File: src/rtl/simplez_pkg.sv
// Shared widths, sizes and loader state encoding for the simplez program memory path.
package simplez_pkg;

  localparam int ADDR_W    = 9;
  localparam int DATA_W    = 12;
  localparam int MEM_DEPTH = 512;
  localparam int LEN_W     = 10;

  typedef logic [LEN_W-1:0] len_t;

  typedef enum logic [2:0] {
    LS_IDLE     = 3'd0,
    LS_LEN_HI   = 3'd1,
    LS_LEN_LO   = 3'd2,
    LS_DATA_HI  = 3'd3,
    LS_DATA_LO  = 3'd4,
    LS_DONE     = 3'd5,
    LS_CHECKSUM = 3'd6
  } loader_state_e;

  // A load must carry at least one word and no more than fits in memory.
  function automatic logic len_ok(input len_t len);
    return (len != '0) && (len <= len_t'(MEM_DEPTH));
  endfunction

endpackage

File: src/rtl/prog_loader.sv
// Byte-stream program loader: length then 12-bit words; mem_we one cycle after each DATA_LO byte.
// No backpressure, every rx_valid is consumed; optional trailing checksum via PROG_LOADER_CHECKSUM_EN.
module prog_loader
  import simplez_pkg::*;
#(
  parameter logic [ADDR_W-1:0] BASE_ADDR = 9'h000
) (
  input  logic              clk,
  input  logic              rstn,
  input  logic              start,
  input  logic [7:0]        rx_data,
  input  logic              rx_valid,
  output logic [ADDR_W-1:0] mem_addr,
  output logic [DATA_W-1:0] mem_wdata,
  output logic              mem_we,
  output logic              busy,
  output logic              done,
  output logic              err
);

  localparam logic [2:0] IDLE     = LS_IDLE;
  localparam logic [2:0] LEN_HI   = LS_LEN_HI;
  localparam logic [2:0] LEN_LO   = LS_LEN_LO;
  localparam logic [2:0] DATA_HI  = LS_DATA_HI;
  localparam logic [2:0] DATA_LO  = LS_DATA_LO;
  localparam logic [2:0] DONE     = LS_DONE;
`ifdef PROG_LOADER_CHECKSUM_EN
  localparam logic [2:0] CHECKSUM = LS_CHECKSUM;
`endif

  logic [2:0]        state_q;
  len_t              len_q;
  len_t              cnt_q;
  len_t              cnt_nxt;
  logic [ADDR_W-1:0] addr_q;
  logic [3:0]        word_hi_q;
`ifdef PROG_LOADER_CHECKSUM_EN
  logic [7:0]        sum_q;
`endif

  assign cnt_nxt = cnt_q + len_t'(1);
  assign busy    = (state_q != IDLE) && (state_q != DONE);
  assign done    = (state_q == DONE);

  always_ff @(posedge clk or negedge rstn) begin
    if (!rstn) begin
      state_q   <= IDLE;
      len_q     <= '0;
      cnt_q     <= '0;
      addr_q    <= '0;
      word_hi_q <= '0;
      mem_addr  <= '0;
      mem_wdata <= '0;
      mem_we    <= 1'b0;
      err       <= 1'b0;
`ifdef PROG_LOADER_CHECKSUM_EN
      sum_q     <= '0;
`endif
    end else begin
      mem_we <= 1'b0;
      case (state_q)
        IDLE, DONE: begin
          if (start) begin
            state_q <= LEN_HI;
            err     <= 1'b0;
            cnt_q   <= '0;
            addr_q  <= BASE_ADDR;
`ifdef PROG_LOADER_CHECKSUM_EN
            sum_q   <= '0;
`endif
          end
        end
        LEN_HI: begin
          if (rx_valid) begin
            len_q[9:8] <= rx_data[1:0];
            state_q    <= LEN_LO;
          end
        end
        LEN_LO: begin
          if (rx_valid) begin
            len_q[7:0] <= rx_data;
            if (len_ok({len_q[9:8], rx_data})) begin
              state_q <= DATA_HI;
            end else begin
              state_q <= DONE;
              err     <= 1'b1;
            end
          end
        end
        DATA_HI: begin
          if (rx_valid) begin
            word_hi_q <= rx_data[3:0];
            state_q   <= DATA_LO;
`ifdef PROG_LOADER_CHECKSUM_EN
            sum_q     <= sum_q + rx_data;
`endif
          end
        end
        DATA_LO: begin
          if (rx_valid) begin
            mem_we    <= 1'b1;
            mem_addr  <= addr_q;
            mem_wdata <= {word_hi_q, rx_data};
            addr_q    <= addr_q + ADDR_W'(1);
            cnt_q     <= cnt_nxt;
`ifdef PROG_LOADER_CHECKSUM_EN
            sum_q     <= sum_q + rx_data;
            state_q   <= (cnt_nxt == len_q) ? CHECKSUM : DATA_HI;
`else
            state_q   <= (cnt_nxt == len_q) ? DONE : DATA_HI;
`endif
          end
        end
`ifdef PROG_LOADER_CHECKSUM_EN
        CHECKSUM: begin
          if (rx_valid) begin
            if (rx_data != sum_q) err <= 1'b1;
            state_q <= DONE;
          end
        end
`endif
        default: state_q <= IDLE;
      endcase
    end
  end

endmodule

File: config.mk
export PLATFORM = sky130hd
export DESIGN_NAME = prog_loader
export DESIGN_NICKNAME = d
export VERILOG_FILES = /design/src/rtl/simplez_pkg.sv /design/src/rtl/prog_loader.sv
export SDC_FILE = /design/constraint.sdc
export NUM_CORES = 1
export LEC_CHECK = 0
export BUFFER_PORTS_ARGS = -buffer_cell sky130_fd_sc_hd__buf_4
export CELL_PAD_IN_SITES_DETAIL_PLACEMENT = 0
export CELL_PAD_IN_SITES_GLOBAL_PLACEMENT = 1
export CORE_MARGIN = 10
export CORE_UTILIZATION = 28
export CTS_BUF_LIST = sky130_fd_sc_hd__clkbuf_16
export DETAILED_ROUTE_END_ITERATION = 8
export PLACE_DENSITY = 0.5
export SETUP_SLACK_MARGIN = 0.15
export SYNTH_ARGS = -nofsm -noshare
export SYNTH_HDL_FRONTEND = slang
export SYNTH_SLANG_ARGS = --single-unit
File: constraint.sdc
create_clock -name clk -period 2.74 [get_ports clk]
set_clock_uncertainty 0.05 [all_clocks]
set_input_delay 0.685 -clock clk [delete_from_list [all_inputs] [get_ports clk]]
set_output_delay 0.685 -clock clk [all_outputs]
set_load 0.1 [all_outputs]
==> results.toml <==
[pwr]
ir_drop_v = 0.0007058
p_sw_share_pct = 46.51
p_comb_share_pct = 44.0
intPower_w = 0.002466
seq_power_share_pct = 30.4
p_leak_nw = 1.666
p_per_area_mw_per_mm2 = 1283
p_total_w = 0.004610
p_sw_w = 0.002144
p_clk_share_pct = 25.6

[clock_network]
cts_max_path_buffers = 2
cts_num_sinks = 59
cts_hold_buf = 0
cts-root-buf = "clkbuf_16"
htree_levels = 3
cts_tree = "yes"
cts.reportedPaths.clkPinSlew_ns = 0.05
worst_skew_pair.late_latency_ns = 0.32
post-cts-setup-buffer-count = 0
cts_buffers = 9
ctsResizeCount = 0

[placement]
numPortBuffers = 36
place_ws_ns = 0.4499
gp_congestion = 0.7420
dpl.hpwl_mm = 5.187

[critical_path]
cp_max_fo = 13
crit_type = "flop to output port"
cp.required_ns = 2.01
crit_path_end_kind = "output port"
start_kind = "flop"
arrival_ns = 1.65

[logic_synthesis]
syn-mean-instance-area_sq_um = 9.547
yosys.area.top_type = "dfrtp_1"
ys_top_cells_by_count = "nand2_1 (81), dfrtp_1 (59), nor2_1 (23)"
synthArstFlopShare_pct = 100.0
synth-edff-count = 0
syn-cell-area_sq_mm = 0.002864
yosysMostFrequentCell = "nand2_1"
synth_nets = 314
yosysUniqueCellTypes = 46
post_synth_inst_count = 300
yosys-top-cells-area = "dfrtp_1 (52%), nand2_1 (11%), mux2_1 (3.5%)"
ys_warn_count = 0
synth_ff_type = "dfrtp_1"
synth.top_cell.area_share_pct = 51.55
synth_seq_cells = 59
ys_seq_area_share_pct = 51.55

[global_routing]
grt_start_max_net_pins = 60
grt_pass1_wl_mm = 12.70
grt_use_total_pct = 10.98
grt_overflow = 0
antenna_found_initial = 0
grt_pass1_vias = 2343

[outcome]
status = "finished clean"

[sta]
min_period_ns = 2.383
layout_setup_ws_ns = 0.3566
tightest_slew_ns = 0.7819
holdWs_ns = 0.4006
hold_viol_final = 0
relSlewSlack_pct = 47.87
rsz0062_at_grt = "false"
fin_setup_tns_ns = 0
slew_violations = 0
fin_crit_sh_pct = 86.98
setup_viol = 0
max_freq_mhz = 419.6

[floorplan]
die_x_um = 121.1
row_count = 36
start_util_pct = 29.03
die_h_um = 121.1
io_pins = 37
core_sq_mm = 0.009864
die-area_sq_mm = 0.01467

[routing]
vias = 2223
drc_errors = 0
drt_wl_total_mm = 7.599
vias_per_cell = 4.660
dr.pass1.iters = 4
ant_nets = 0
avgRoutedWirePerCell_um = 15.93
initialDrtViolationCount = 110

[hold_path]
hold_class = "primary input to async pin"

[final_layout]
drive_gt1_share_pct = 19.19
num-nets-final = 354
n_fill_cell = 1029
diodes = 0
syn_to_final_growth_pct = 25.47
fin_util_pct = 36.43

[run]
maxCapViolCount = 0
## per-layer routing
| layer | global-route usage (%) | routed length (um) | up-vias |
|---|---|---|---|
| li1 | - | - | 1112 |
| met1 | 14.07 | 3686 | 1073 |
| met2 | 16.80 | 3504 | 32 |
| met3 | 2.978 | 326 | 6 |
| met4 | 5.142 | 81 | 0 |
| met5 | 0 | 0 | - |
## logic make-up after synthesis
logic type / count (synthesis) / synth area share [%]
muxes: 16 / 6.291
AOI/OAI and AO/OA: 37 / 8.301
buffers and inverters: 18 / 2.709
and+or+nand+nor: 147 / 23.81
DFF: 59 / 51.55
adders and majority gates: 3 / 1.223
xor gates and xnor gates: 20 / 6.116
## layout make-up
| class | instances | area [sq um] | share of cell area [%] |
|---|---|---|---|
| well taps | 133 | 166.4 | 4.631 |
| inverters | 5 | 18.77 | 0.5223 |
| repair buffers | 42 | 315.3 | 8.774 |
| clock inverters | 6 | 81.33 | 2.263 |
| multi-input cells | 223 | 1310 | 36.46 |
| flip-flops and latches | 59 | 1476 | 41.09 |
| clock buffers | 9 | 225.2 | 6.267 |
## worst paths after layout
path                               from       endpoint  slack (ns)  depth (start not counted)
max in group asynchronous          rstn       cnt_q[4]        1.73                          1
min in group clk           word_hi_q[3]  mem_wdata[11]        0.41                          2
min reg2reg                word_hi_q[3]  mem_wdata[11]        0.41                          2
max                          state_q[2]           busy        0.36                          4
max reg2reg                    cnt_q[0]     state_q[1]        0.43                          6
min                                rstn   mem_wdata[6]        0.40                          1
## cells in the final DEF, fill, tap and decap left out, types with 3 or more instances in the layout
master / n
a21oi_1: 4
and3_1: 3
nor3_1: 8
or3_1: 3
o41ai_1: 3
nand4_1: 5
xor2_1: 10
nand3_1: 7
dfrtp_1: 59
o21ai_1: 14
nor2_1: 23
clkbuf_16: 9
o21ai_0: 4
inv_1: 3
nand2_1: 81
xnor2_1: 10
nor4_1: 3
buf_4: 42
mux2_1: 9
mux2_2: 7
## sequential cells by signal, indices dropped and copies added, names as in the netlist
| register | cells |
|---|---|
| mem_wdata | 12 |
| addr_q | 9 |
| len_q | 10 |
| mem_we | 1 |
| state_q | 3 |
| mem_addr | 9 |
| cnt_q | 10 |
| word_hi_q | 4 |
| err | 1 |
## worst max-delay path: stages (launching register included)
cell and delay (ns):
dfrtp_1 0.63, xor2_1 0.29, nor2_1 0.07, inv_1 0.06, buf_4 0.28
## power by group through the flow
stage,Sequential (W),Combinational (W),Clock (W)
floorplan,0.00222,0.000754,0
global placement,0.00142,0.00205,0
detailed placement,0.00142,0.00206,0
CTS,0.00141,0.00206,0.00121
global route,0.00145,0.00217,0.00125
finish,0.00140,0.00203,0.00118
## per-stage QoR
step	cells	cell area [sq um]
floorplan	300	2864
global placement	462	3287
detailed placement	462	3287
CTS	477	3593
global route	477	3593
finish	477	3593
(Power assumes the default switching activity.)
